===== src/rtl/bbox_pkg.sv =====
// rtl/bbox_pkg.sv - shared state encoding and width helpers for bbox_multi_scan
// Contents: FSM state constants and enum type, width functions for address,
// x, y and pixel-count fields (each clamped to at least one bit).
package bbox_pkg;

  localparam logic [1:0] ST_IDLE  = 2'd0;
  localparam logic [1:0] ST_SCAN  = 2'd1;
  localparam logic [1:0] ST_DRAIN = 2'd2;
  localparam logic [1:0] ST_DONE  = 2'd3;

  typedef enum logic [1:0] {
    IDLE  = ST_IDLE,
    SCAN  = ST_SCAN,
    DRAIN = ST_DRAIN,
    DONE  = ST_DONE
  } state_e;

  function automatic int clog2_min1(input int n);
    return (n <= 1) ? 1 : $clog2(n);
  endfunction

  function automatic int aw_of(input int w, input int h);
    return clog2_min1(w * h);
  endfunction

  function automatic int xw_of(input int w);
    return clog2_min1(w);
  endfunction

  function automatic int yw_of(input int h);
    return clog2_min1(h);
  endfunction

  function automatic int cw_of(input int w, input int h);
    return clog2_min1(w * h + 1);
  endfunction

endpackage


===== src/rtl/bbox_accum.sv =====
// rtl/bbox_accum.sv - per-channel bounding-box accumulator (min/max/hit, optional count)
// Ports: clk_i, reset_i (sync, active high), clr_i (clear for new scan),
// pix_i (matching pixel this cycle), x_i/y_i (pixel coordinates),
// *_d_o (next-state values, so the caller can latch results in the same
// cycle the final pixel is folded in). Macro BBOX_COUNT_EN adds cnt_d_o.
module bbox_accum
  import bbox_pkg::*;
#(
  parameter int XW = 7,
  parameter int YW = 7,
  parameter int CW = 14
) (
  input  logic          clk_i,
  input  logic          reset_i,
  input  logic          clr_i,
  input  logic          pix_i,
  input  logic [XW-1:0] x_i,
  input  logic [YW-1:0] y_i,
`ifdef BBOX_COUNT_EN
  output logic [CW-1:0] cnt_d_o,
`endif
  output logic          hit_d_o,
  output logic [XW-1:0] xmin_d_o,
  output logic [XW-1:0] xmax_d_o,
  output logic [YW-1:0] ymin_d_o,
  output logic [YW-1:0] ymax_d_o
);

  logic          hit_q;
  logic [XW-1:0] xmin_q, xmax_q;
  logic [YW-1:0] ymin_q, ymax_q;

  always_comb begin
    hit_d_o  = hit_q;
    xmin_d_o = xmin_q;
    xmax_d_o = xmax_q;
    ymin_d_o = ymin_q;
    ymax_d_o = ymax_q;
    if (clr_i) begin
      hit_d_o  = 1'b0;
      xmin_d_o = '0;
      xmax_d_o = '0;
      ymin_d_o = '0;
      ymax_d_o = '0;
    end else if (pix_i) begin
      if (!hit_q) begin
        // First hit seeds all four bounds; zeroed bounds are not usable as a min.
        hit_d_o  = 1'b1;
        xmin_d_o = x_i;
        xmax_d_o = x_i;
        ymin_d_o = y_i;
        ymax_d_o = y_i;
      end else begin
        if (x_i < xmin_q) xmin_d_o = x_i;
        if (x_i > xmax_q) xmax_d_o = x_i;
        if (y_i < ymin_q) ymin_d_o = y_i;
        if (y_i > ymax_q) ymax_d_o = y_i;
      end
    end
  end

  always_ff @(posedge clk_i) begin
    if (reset_i) begin
      hit_q  <= 1'b0;
      xmin_q <= '0;
      xmax_q <= '0;
      ymin_q <= '0;
      ymax_q <= '0;
    end else begin
      hit_q  <= hit_d_o;
      xmin_q <= xmin_d_o;
      xmax_q <= xmax_d_o;
      ymin_q <= ymin_d_o;
      ymax_q <= ymax_d_o;
    end
  end

`ifdef BBOX_COUNT_EN
  logic [CW-1:0] cnt_q;

  always_comb begin
    cnt_d_o = cnt_q;
    if (clr_i)      cnt_d_o = '0;
    else if (pix_i) cnt_d_o = cnt_q + 1'b1;
  end

  always_ff @(posedge clk_i) begin
    if (reset_i) cnt_q <= '0;
    else         cnt_q <= cnt_d_o;
  end
`endif

endmodule


===== src/rtl/bbox_multi_scan.sv =====
// rtl/bbox_multi_scan.sv - raster scan of a label image producing per-channel bounding boxes
// Ports: CLOCK_50, reset (sync, active high), start (scan request),
// busy/done (status, done sticky), mem_addr/mem_rd/mem_rdata (pixel read
// port, data one cycle after mem_rd), x_min/x_max/y_min/y_max/bbox_valid
// (per-channel results, updated only when a scan completes).
// Macro BBOX_COUNT_EN adds pix_count (matching pixels per channel).
module bbox_multi_scan
  import bbox_pkg::*;
#(
  parameter int IMG_W  = 100,
  parameter int IMG_H  = 100,
  parameter int PIX_W  = 8,
  parameter int NUM_CH = 4
) (
  input  logic                                       CLOCK_50,
  input  logic                                       reset,
  input  logic                                       start,
  output logic                                       busy,
  output logic                                       done,
  output logic [aw_of(IMG_W, IMG_H)-1:0]             mem_addr,
  output logic                                       mem_rd,
  input  logic [PIX_W-1:0]                           mem_rdata,
  output logic [NUM_CH-1:0][xw_of(IMG_W)-1:0]        x_min,
  output logic [NUM_CH-1:0][xw_of(IMG_W)-1:0]        x_max,
  output logic [NUM_CH-1:0][yw_of(IMG_H)-1:0]        y_min,
  output logic [NUM_CH-1:0][yw_of(IMG_H)-1:0]        y_max,
`ifdef BBOX_COUNT_EN
  output logic [NUM_CH-1:0][cw_of(IMG_W, IMG_H)-1:0] pix_count,
`endif
  output logic [NUM_CH-1:0]                          bbox_valid
);

  localparam int AW   = aw_of(IMG_W, IMG_H);
  localparam int XW   = xw_of(IMG_W);
  localparam int YW   = yw_of(IMG_H);
  localparam int CW   = cw_of(IMG_W, IMG_H);
  localparam int NPIX = IMG_W * IMG_H;

  state_e        state_q, state_d;
  logic [AW-1:0] addr_q, addr_d;
  logic [XW-1:0] x_q, x_d, xd1_q;
  logic [YW-1:0] y_q, y_d, yd1_q;
  logic          rd_vld_q;
  logic          clr, latch;

  always_comb begin
    state_d = state_q;
    addr_d  = addr_q;
    x_d     = x_q;
    y_d     = y_q;
    clr     = 1'b0;
    latch   = 1'b0;
    case (state_q)
      IDLE, DONE: begin
        if (start) begin
          state_d = SCAN;
          addr_d  = '0;
          x_d     = '0;
          y_d     = '0;
          clr     = 1'b1;
        end
      end
      SCAN: begin
        if (addr_q == AW'(NPIX - 1)) begin
          state_d = DRAIN;
        end else begin
          addr_d = addr_q + 1'b1;
          // Coordinates come from wrap counters instead of dividing the address.
          if (x_q == XW'(IMG_W - 1)) begin
            x_d = '0;
            y_d = y_q + 1'b1;
          end else begin
            x_d = x_q + 1'b1;
          end
        end
      end
      DRAIN: begin
        state_d = DONE;
        latch   = 1'b1;
      end
      default: state_d = IDLE;
    endcase
  end

  always_ff @(posedge CLOCK_50) begin
    if (reset) begin
      state_q  <= IDLE;
      addr_q   <= '0;
      x_q      <= '0;
      y_q      <= '0;
      xd1_q    <= '0;
      yd1_q    <= '0;
      rd_vld_q <= 1'b0;
    end else begin
      state_q  <= state_d;
      addr_q   <= addr_d;
      x_q      <= x_d;
      y_q      <= y_d;
      // One-cycle delay lines up the coordinates with mem_rdata.
      xd1_q    <= x_q;
      yd1_q    <= y_q;
      rd_vld_q <= mem_rd;
    end
  end

  assign mem_rd   = (state_q == SCAN);
  assign mem_addr = addr_q;
  assign busy     = (state_q == SCAN) || (state_q == DRAIN);
  assign done     = (state_q == DONE);

  logic [NUM_CH-1:0]         hit_d;
  logic [NUM_CH-1:0][XW-1:0] xmin_d, xmax_d;
  logic [NUM_CH-1:0][YW-1:0] ymin_d, ymax_d;
`ifdef BBOX_COUNT_EN
  logic [NUM_CH-1:0][CW-1:0] cnt_d;
`endif

  for (genvar c = 0; c < NUM_CH; c++) begin : g_ch
    bbox_accum #(.XW(XW), .YW(YW), .CW(CW)) u_accum (
      .clk_i    (CLOCK_50),
      .reset_i  (reset),
      .clr_i    (clr),
      .pix_i    (rd_vld_q && (mem_rdata == PIX_W'(c + 1))),
      .x_i      (xd1_q),
      .y_i      (yd1_q),
`ifdef BBOX_COUNT_EN
      .cnt_d_o  (cnt_d[c]),
`endif
      .hit_d_o  (hit_d[c]),
      .xmin_d_o (xmin_d[c]),
      .xmax_d_o (xmax_d[c]),
      .ymin_d_o (ymin_d[c]),
      .ymax_d_o (ymax_d[c])
    );
  end

  // Results are taken from next-state values so the last pixel, consumed on
  // the DRAIN->DONE edge, is included in the same cycle done rises.
  always_ff @(posedge CLOCK_50) begin
    if (reset) begin
      x_min      <= '0;
      x_max      <= '0;
      y_min      <= '0;
      y_max      <= '0;
      bbox_valid <= '0;
`ifdef BBOX_COUNT_EN
      pix_count  <= '0;
`endif
    end else if (latch) begin
      x_min      <= xmin_d;
      x_max      <= xmax_d;
      y_min      <= ymin_d;
      y_max      <= ymax_d;
      bbox_valid <= hit_d;
`ifdef BBOX_COUNT_EN
      pix_count  <= cnt_d;
`endif
    end
  end

endmodule


===== config.mk =====
export PLATFORM = sky130hd
export DESIGN_NAME = bbox_multi_scan
export DESIGN_NICKNAME = d
export VERILOG_FILES = /design/src/rtl/bbox_pkg.sv /design/src/rtl/bbox_accum.sv /design/src/rtl/bbox_multi_scan.sv
export SDC_FILE = /design/constraint.sdc
export NUM_CORES = 1
export LEC_CHECK = 0
export BUFFER_PORTS_ARGS = -buffer_cell sky130_fd_sc_hd__buf_2
export CORE_MARGIN = 2
export CORE_UTILIZATION = 35
export CTS_CLUSTER_SIZE = 8
export DETAILED_ROUTE_END_ITERATION = 10
export GPL_ROUTABILITY_DRIVEN = 0
export HOLD_SLACK_MARGIN = 0.12
export PLACE_DENSITY = 0.52
export SYNTH_ARGS = -nofsm -noshare
export SYNTH_HDL_FRONTEND = slang
export SYNTH_HIERARCHICAL = 1
export SYNTH_SLANG_ARGS = --single-unit

===== constraint.sdc =====
create_clock -name CLOCK_50 -period 8.3 [get_ports CLOCK_50]
set_clock_uncertainty 0.05 [all_clocks]
set_input_delay 1.66 -clock CLOCK_50 [delete_from_list [all_inputs] [get_ports CLOCK_50]]
set_output_delay 1.66 -clock CLOCK_50 [all_outputs]
set_load 0.01 [all_outputs]

## Yosys cells after proc, flatten, opt, wreduce, memory -nomap -nowiden

Index checks and enable logic that the tools add are counted.

| storage, ports and cells | value |
|---|---|
| flip-flop bits (word level) | 277 |
| input port bits | 11 |
| output and inout port bits | 133 |
| word-level logic and storage cells | 175 |

| cells by class | value |
|---|---|
| $add $sub $neg | 3 |
| order comparisons | 16 |
| eq/ne operators | 13 |
| muxes and demuxes | 88 |
| reduce and logical (&&, ||, !) cells | 11 |

Operators with widths:

| operator | count |
|---|---|
| 7-bit two-way mux | 69 |
| 7-bit greater-than comparator | 8 |
| 7-bit less-than comparator | 8 |
| 14-bit two-way mux | 2 |
| 14-bit case mux with 2 select lines | 1 |
| 7-bit case mux with 2 select lines | 2 |
| 8-bit by 2-bit == test with 1-bit output (second input constant) | 2 |
| 14-bit by 1-bit adder with 14-bit output (second input constant) | 1 |
| 7-bit by 1-bit adder with 7-bit output (second input constant) | 2 |
| 14-bit == test (second input constant) | 1 |
| 1-bit two-way mux | 11 |
| 8-bit by 1-bit == test with 1-bit output (second input constant) | 1 |
| 8-bit by 3-bit == test with 1-bit output (second input constant) | 1 |
| 7-bit == test (second input constant) | 1 |
| 2-bit case mux with 3 select lines | 1 |
| 2-bit == test (second input constant) | 2 |
| 1-bit logical AND | 4 |
| 2-bit two-way mux | 2 |
| 2-bit by 1-bit != test with 1-bit output (second input constant) | 2 |
| 2-bit != test (second input constant) | 2 |
| 4-bit AND reduction | 1 |
| 3-bit AND reduction | 1 |
| 2-bit by 1-bit == test with 1-bit output (second input constant) | 1 |
| 2-bit logical NOT | 1 |
| other kinds (4) | 4 |

## Depth between registers and ports, before layout

Gate-level depths: netlist (run 1).

| depth | value |
|---|---|
| word-level depth | 5 |
| gate-level depth with buffers | 11 |
| gate-level depth less buffers | 10 |

## Hierarchy

The synthesis (run 1) kept the hierarchy.

By module, submodules not included:

| module | instances | cells each | area an instance (um2) | seq. area each (um2) |
|---|---|---|---|---|
| bbox_accum | 4 | 254 | 2112.0 | 580.6 |
| bbox_multi_scan | 1 | 625 | 6163.4 | 3223.1 |

## Least setup slack after synthesis (run 1)

No wires, ideal clock.

| timing | value |
|---|---|
| kind | input port to flip-flop |
| start point | input port mem_rdata[5] |
| end point | register y_max[25] in the netlist's numbering |
| setup time | 0.065 ns |
| arrival | 4.115 ns |
| required time | 8.185 ns |
| setup slack | 4.070 ns |
| stages | 11 |
| path buffers | 1 |
| cell sequence | or4_1 -> nor2_1 -> nor4bb_1 -> inv_2 -> a211o_1 -> o221a_4 -> buf_6 -> or3b_1 -> a21oi_1 -> mux2i_1 -> nor2_1 |

RTL lines:

| element | RTL line | source |
|---|---|---|
| from (decl) | bbox_multi_scan.sv:22 | `input logic [PIX_W-1:0] mem_rdata,` |
| to (signal assigned) | bbox_multi_scan.sv:153 | `y_max <= ymax_d;` |
| to (decl) | bbox_multi_scan.sv:26 | `output logic [NUM_CH-1:0][yw_of(IMG_H)-1:0] y_max,` |

==> results of run 1 <==
==> worst max-delay path by stage <==
stage,slack [ps],to
detailed placement,3180,x_min[8]
CTS,3750,x_min[8]
floorplan,4070,y_max[25]
finish,3840,x_min[8]
global route,3530,x_min[11]
global placement,3230,x_min[12]
==> flip-flops by register name, summed over array words and instances, names as in the netlist, 28 cells and up <==
signal / cells
y_min: 28
g_ch.u_accum/xmax_q: 28
x_min: 28
x_max: 28
g_ch.u_accum/ymin_q: 28
g_ch.u_accum/xmin_q: 28
g_ch.u_accum/ymax_q: 28
y_max: 28
==> per-stage QoR <==
stage          cell area, um^2  instances  hold slack [ps]
6_report                 16700       2298              424
5_1_grt                  16700       2298              443
4_1_cts                  16700       2298              427
3_5_place_dp             15700       2252              415
3_3_place_gp             15700       2252              409
2_1_floorplan            14600       1641              398
==> placed cells by master, fill, tap and decap left out, types with 4 or more instances in the layout <==
master     Yosys  routed
nand4_1       27      27
nand2b_1      66      66
or2_2          4       4
o221a_4        4       4
buf_4          8      21
a21o_1         9       9
a21oi_1      107     107
nor2b_1       17      17
or3b_1        20      20
buf_2          6     142
o31a_1         5       5
mux2i_1      229     229
a41oi_1        5       5
nand4b_1       5       5
nand3b_1       8       8
nand2_1       87      87
nor2_1       278     278
a31oi_1       14      14
a311oi_4       4       4
a211o_1        9       9
dfxtp_1      277     277
ha_1         111     110
a22oi_1        4       4
inv_2          8       8
a211oi_2       4       4
nand3_1       21      21
and2_1         5       4
clkbuf_16      0      41
nor3_1        13      13
a31oi_4        4       4
a311oi_1       5       5
o21ai_0       36      36
inv_1        116     116
o21ai_1        4       4
o31ai_1        4       4
and4_1         6       6
or3_1          8       8
==> power groups by stage <==
stage | sequential [mW] | clock (mW) | combinational (mW)
floorplan | 1.38 | 0 | 0.442
global placement | 1.39 | 0 | 0.551
detailed placement | 1.39 | 0 | 0.553
CTS | 1.36 | 1.50 | 0.554
global route | 1.36 | 1.55 | 0.594
finish | 1.36 | 1.45 | 0.542
==> worst min-delay path, cell delays in order (launching register included) <==
cell	delay [ps]
dfxtp_1	320
nand2_1	50
mux2i_1	50
==> cells by family (layout without fill, tap and decap cells) <==
family	Yosys count	after routing	share of synthesized area, %
DFF	277	277	38.0
xor gates and xnor gates	2	2	0.120
AOI/OAI and AO/OA	228	228	10.7
buffers and inverters	209	334	6.53
muxes	232	232	15.9
adders and majority gates	111	111	9.51
and+or+nand+nor	582	582	19.3
==> area by class of cell <==
class / count / area (um^2) / share of cell area [%]
multi-input combinational: 1155 / 8130 / 48.6
sequential: 277 / 5550 / 33.1
clock buffer: 44 / 1040 / 6.20
timing repair buffer: 164 / 880 / 5.25
tap: 532 / 666 / 3.98
inverter: 124 / 465 / 2.78
clock inverter: 2 / 17.5 / 0.105
==> per-layer routing <==
layer	wire length [um]	GRT usage, %	vias up	share of wire, %
met5	0	0	-	0
met4	633	4.04	0	1.7
met3	1670	3.52	45	4.4
met2	17500	28.7	196	46
met1	18100	23.0	5442	48
li1	-	-	5862	-
==> results.tsv, run 1 <==
metric	value	unit
maxCapViolations	0	
vias	11545	
grt_pass1_wl	60600	um
grt_pass1_vias	11045	
power.total	3.35	mW
finalHoldViolations	0	
finalCriticalPeriod	4460	ps
end_kind	flop	
cp.required	8720	ps
grt_use_total	17.3	%
arrival	4880	ps
cts_buffer_depth	3	
setup-tns-final	0	ps
area_growth	14.6	%
critical-path-slowest-cell	nor3_1	
cts_setup_buffers	0	
synth.distinct_cells	63	
slew_viol_final	0	
drive_above_1_share	13.8	%
remaining_drc_errors	0	
cts_tree	yes	
cts.sinks	277	
synth_ff_type	dfxtp_1	
dieArea	0.0434	mm^2
grt_remaining_overflow	0	
clock_latency	540	ps
core_area	0.0410	mm^2
synthTopCellsByCount	nor2_1, dfxtp_1, mux2i_1, inv_1, ha_1	
vias_per_cell	5.02	
start_util	35.6	%
p_comb_share	16.2	%
ys_async_sr_fraction	0	%
clk_pin_slew	50	ps
startpoint_type	input port	
pwr-share-clk	43.2	%
max_freq	224	MHz
syn-num-nets	1763	
grt_max_degree	101	
syn-instance-count	1641	
num_rows	74	
synth_largest_area_cell	dfxtp_1	
nets	1884	
min_to	g_ch[0].u_accum/xmin_q[3]	
setup_violations	0	
synth.most_common_cell	nor2_1	
cts_buffers	40	
seq_area_frac_synth	38.0	%
syn-cell-area	0.0146	mm^2
crit_chain	buf_2, nand2b_1, or3b_2, nor3_1, inv_2, a21oi_1, o31a_1, mux2i_1, mux2i_1, nor2_1	
r2r_cells	9	
drt_iter0_markers	591	
ys_warn_count	6	
cp_num_cells	10	
rsz0062_at_grt	false	
p_int	2.39	mW
portBuffers	143	
ir_drop	0.000128	V
startpoint	mem_rdata[3]	
htree_levels	2	
cts_hold_buf	0	
status	finished, final reports clean	
dr.pass1.iters	5	
pre_cts_slack	3180	ps
max_slew.worst_pin.slew	1140	ps
p_per_area	200	mW/mm^2
totalWireLength	37900	um
p_seq_share	40.6	%
crit_path_frequent_cell	mux2i_1	
synth_area_per_cell	8.90	um^2
setup_slack	3840	ps
critPathKind	in -> reg	
num_antenna_cells	0	
crit_family	simple AND/OR/NAND/NOR gates	
n_fill_cell	4141	
hold_start	g_ch[0].u_accum/xmin_q[3]	
fin_util	40.8	%
max-slew-margin-rel	24.0	%
fin_crit_sh	53.7	%
ios	144	
critPathBufInv	2	
synth_edf_count	0	
dp_hpwl	25300	um
reg2reg_to	x_min[8]	
r2r_slack	4810	ps
p_leak	6.19	nW
cp_max_fo	14	
hold_path_depth	2	
antenna_found_initial	0	
synth_area_leaders	dfxtp_1, mux2i_1, ha_1, nor2_1, a21oi_1	
p_sw	0.965	mW
routedWlPerCell	16.5	um
hp-class	reg -> reg	
ctsResizeCount	0	
r2r_start	rd_vld_q	
synth_seq_cells	277	
cts_root_buf	clkbuf_16	
dieWidth	208	um
yosysTopAreaCellShare	38.0	%
switching_share	28.8	%
cpPeakStageDelay	840	ps
dieHeight	208	um
ant_nets	0	
Note: power is estimated with default switching activity, not from simulation.
==> run 2, diff against run 1 <==
clock period = 4.3 ns   (was 8.3 ns; I/O delays follow)
==> results.tsv, run 2 (same netlist as run 1, synthesis figures left out) <==
metric	value	unit	change
clk_pin_slew	50	ps	about the same
cts.sinks	277		unchanged
ios	144		unchanged
final_cell_mix	nor2_1, dfxtp_1, mux2i_1		
dieHeight	208	um	unchanged
htree_levels	2		unchanged
clock_latency	520	ps	-20 ps
num_antenna_cells	0		unchanged
fin_crit_sh	71.9	%	
cp_max_fo	14		unchanged
cts_tree	yes		
arrival	3500	ps	-1380 ps
grt_pass1_wl	62900	um	+3.8%
n_fill_cell	4130		-0.27%
cts_setup_buffers	0		unchanged
num_rows	74		unchanged
max-slew-margin-rel	35.2	%	+11 points
hp-class	reg -> reg		
reg2reg_to	x_min[13]		
totalWireLength	38900	um	+2.7%
drt_iter0_markers	596		+0.85%
holdWs	425	ps	+0.527 ps
crit_chain	buf_4, ha_1, a21oi_1, o21ai_0, a21oi_1, o31a_1, buf_4, mux2i_1, mux2i_1, nor2_1		
cts_buffer_depth	3		unchanged
placed_area	0.0158	mm^2	+0.88%
p_leak	6.27	nW	+1.3%
finalCriticalPeriod	3090	ps	
setup_slack	1210	ps	-2630 ps
ir_drop	0.000224	V	+75%
r2r_slack	1210	ps	-3600 ps
crit_family	compound AO/OA/AOI/OAI gates		
antenna_found_initial	1		+1
rsz0062_at_grt	false		
cp.required	4700	ps	-4020 ps
p_per_area	384	mW/mm^2	+92%
hold_path_depth	2		unchanged
setup_violations	0		unchanged
start_util	35.6	%	unchanged
nets	1899		+0.80%
critPathKind	reg -> reg		
maxCapViolations	0		unchanged
max_slew.worst_pin.slew	972	ps	-168 ps
portBuffers	143		unchanged
fin_area	0.0169	mm^2	+0.75%
remaining_drc_errors	0		unchanged
ctsResizeCount	0		unchanged
critPathBufInv	2		unchanged
pre_cts_slack	812	ps	-2370 ps
setup-tns-final	0	ps	unchanged
slew_viol_final	0		unchanged
grt_max_degree	117		+16%
layout_commonest_cell	nor2_1		
critical-path-slowest-cell	dfxtp_1		
area_growth	15.4	%	
finalHoldViolations	0		unchanged
r2r_start	xd1_q[6]		
ant_nets	0		unchanged
cts_root_buf	clkbuf_16		
cts_hold_buf	0		unchanged
grt_use_total	17.9	%	+0.61 points
max_freq	323	MHz	
grt_remaining_overflow	0		unchanged
cpPeakStageDelay	760	ps	-80 ps
r2r_cells	10		+1
core_area	0.0410	mm^2	unchanged
dieArea	0.0434	mm^2	unchanged
vias	11589		+0.38%
dr.pass1.iters	6		+1
hold_start	g_ch[1].u_accum/xmin_q[2]		
fin_util	41.1	%	+0.31 points
min_to	g_ch[1].u_accum/xmin_q[2]		
drive_above_1_share	14.5	%	+0.69 points
end_kind	flop		
cts_buffers	40		unchanged
vias_per_cell	5.02		-0.14%
grt_pass1_vias	11430		+3.5%
routedWlPerCell	16.9	um	+2.1%
dp_hpwl	26300	um	+3.7%
dieWidth	208	um	unchanged
startpoint_type	flop		
status	finished, final reports clean		
## run 2: worst min-delay path: stages, from the launching register on
cell     delay [ps]
dfxtp_1         310
nand2_1          60
mux2i_1          50
## run 2: worst max-delay path by stage
stage               cells after the start        end    startpoint
finish                                 10  x_min[13]      xd1_q[6]
global route                           10  x_min[13]      xd1_q[6]
CTS                                    10  x_min[10]      xd1_q[6]
detailed placement                     12  x_max[22]  mem_rdata[5]
global placement                       12  x_max[22]  mem_rdata[5]
floorplan                              11  y_max[25]  mem_rdata[5]
## run 2: area by class of cell
class                           count  area [um^2]  area share [%]
Multi-Input combinational cell   1155         8130            48.2
Sequential cell                   277         5550            32.9
Clock buffer                       43         1040            6.19
Timing Repair Buffer              179         1020            6.03
Tap cell                          532          666            3.95
Inverter                          124          465            2.76
## run 2: metrics by stage
step / cells / total power [mW]
after detailed placement: 2267 / 3.77
after CTS: 2310 / 6.60
after global placement: 2267 / 3.76
after global routing: 2310 / 6.77
final: 2310 / 6.48
after floorplan: 1641 / 3.52
## run 2: per-layer routing
layer / up-vias / share of wire [%] / GRT usage [%]
met3: 55 / 3.8 / 2.90
met1: 5456 / 50 / 24.9
li1: 5901 / - / -
met2: 175 / 44 / 28.8
met4: 2 / 1.9 / 4.39
met5: - / 0.028 / 0
## run 2: where the power goes
group          leakage (nW)  internal [mW]  switching [mW]  total (mW)
logic                  3.53          0.362           0.732        1.09
clock network         0.514           1.68            1.08        2.76
registers              2.23           2.59          0.0306        2.62
==> run 3, diff against run 2 <==
PLACE_DENSITY = 0.54   (was 0.52)
clock period = 2.84 ns   (was 4.3 ns; I/O delays follow)
==> results.tsv, run 3 (same netlist as run 1, synthesis figures left out) <==
metric	value	unit	change
setup_violations	0		unchanged
hp-class	in -> reg		
setup-tns-final	0	ps	unchanged
cts_hold_buf	0		unchanged
cts.sinks	277		unchanged
vias_per_cell	4.96		-1.1%
num_rows	74		unchanged
remaining_drc_errors	0		unchanged
layout_commonest_cell	nor2_1		
slew_viol_final	0		unchanged
finalHoldViolations	0		unchanged
vias	11887		+2.6%
area_growth	21.2	%	
grt_pass1_vias	11570		+1.2%
num_antenna_cells	0		unchanged
placed_cells	2350		+3.7%
n_fill_cell	4082		-1.2%
ctsResizeCount	0		unchanged
max_slew.worst_pin.slew	838	ps	-134 ps
grt_use_total	17.5	%	-0.43 points
holdWs	323	ps	-102 ps
htree_levels	2		unchanged
max-slew-margin-rel	43.9	%	+8.7 points
antenna_found_initial	0		-1
cts_setup_buffers	0		unchanged
critPathKind	reg -> reg		
regArea	0.00555	mm^2	unchanged
clk_pin_slew	50	ps	about the same
multi_input_area	0.00816	mm^2	+0.37%
ir_drop	0.000333	V	+49%
routedWlPerCell	15.9	um	-5.6%
arrival	2930	ps	-570 ps
layout.cells.non_filler	2395		+3.7%
dieArea	0.0434	mm^2	unchanged
portBuffers	143		unchanged
cts_root_buf	clkbuf_16		
cts_tree	yes		
dieWidth	208	um	unchanged
finalCriticalPeriod	2600	ps	-497 ps
core_area	0.0410	mm^2	unchanged
p_leak	6.72	nW	+7.1%
maxCapViolations	0		unchanged
fin_util	43.2	%	+2.1 points
rsz0062_at_grt	false		
ios	144		unchanged
cp.required	3180	ps	-1520 ps
fin_crit_sh	91.4	%	+19 points
dr.pass1.iters	5		-1
dp_hpwl	26800	um	+2.0%
ant_nets	0		unchanged
cts_buffers	40		unchanged
grt_max_degree	70		-40%
end_kind	flop		
dieHeight	208	um	unchanged
grt_pass1_wl	61900	um	-1.7%
cp_max_fo	8		-6
totalWireLength	38100	um	-2.1%
drive_above_1_share	18.6	%	+4.1 points
nets	1982		+4.4%
startpoint_type	flop		
p_per_area	559	mW/mm^2	+45%
max_freq	385	MHz	+19%
cts_buffer_depth	3		unchanged
grt_remaining_overflow	0		unchanged
final_cell_mix	nor2_1, dfxtp_1, mux2i_1		
start_util	35.6	%	unchanged
drt_iter0_markers	570		-4.4%
power.total	9.89	mW	+53%
r2r_slack	240	ps	-960 ps
status	finished, final reports clean		
clock_latency	530	ps	about the same
run 3: worst paths after layout:
kind,from,to,cells past startpoint
max reg2reg,yd1_q[6],y_min[26],10
max,yd1_q[6],y_min[26],10
min,reset,x_min[21],2
min reg2reg,g_ch[0].u_accum/xmin_q[5],g_ch[0].u_accum/xmin_q[5],2
run 3: through the flow:
stage                     setup slack (ps)  instance area, um^2
after global routing                  47.7                17700
after CTS                              222                17700
after global placement                -199                16600
final                                  244                17700
after floorplan                      -18.1                14600
after detailed placement              -237                16600
run 3: critical path, stage by stage (launching register included):
cell and delay [ps]:
dfxtp_1 550, buf_4 270, ha_1 290, a21oi_1 150, a31oi_1 140, a311oi_4 320
buf_12 170, mux2i_1 260, nor2_1 70, mux2i_1 140, nor2_1 50
run 3: cell type report:
cell class / count / share of cell area [%]
Sequential cell: 277 / 31.3
Clock inverter: 2 / 0.0989
Clock buffer: 43 / 5.89
Tap cell: 532 / 3.76
Multi-Input combinational cell: 1155 / 46.1
Inverter: 124 / 2.63
Timing Repair Buffer: 262 / 10.3
run 3: where the power goes:
group	internal, mW	switching [mW]	leakage, nW	total (mW)
logic	0.608	1.10	3.97	1.71
registers	3.93	0.0379	2.23	3.96
clock network	2.56	1.66	0.523	4.22
run 3: per-layer routing:
metal	vias up	GRT usage, %	routed length, um
met4	0	5.33	840
li1	6076	-	-
met1	5572	23.0	17900
met3	55	3.17	1450
met5	-	0	0
met2	184	29.0	17900
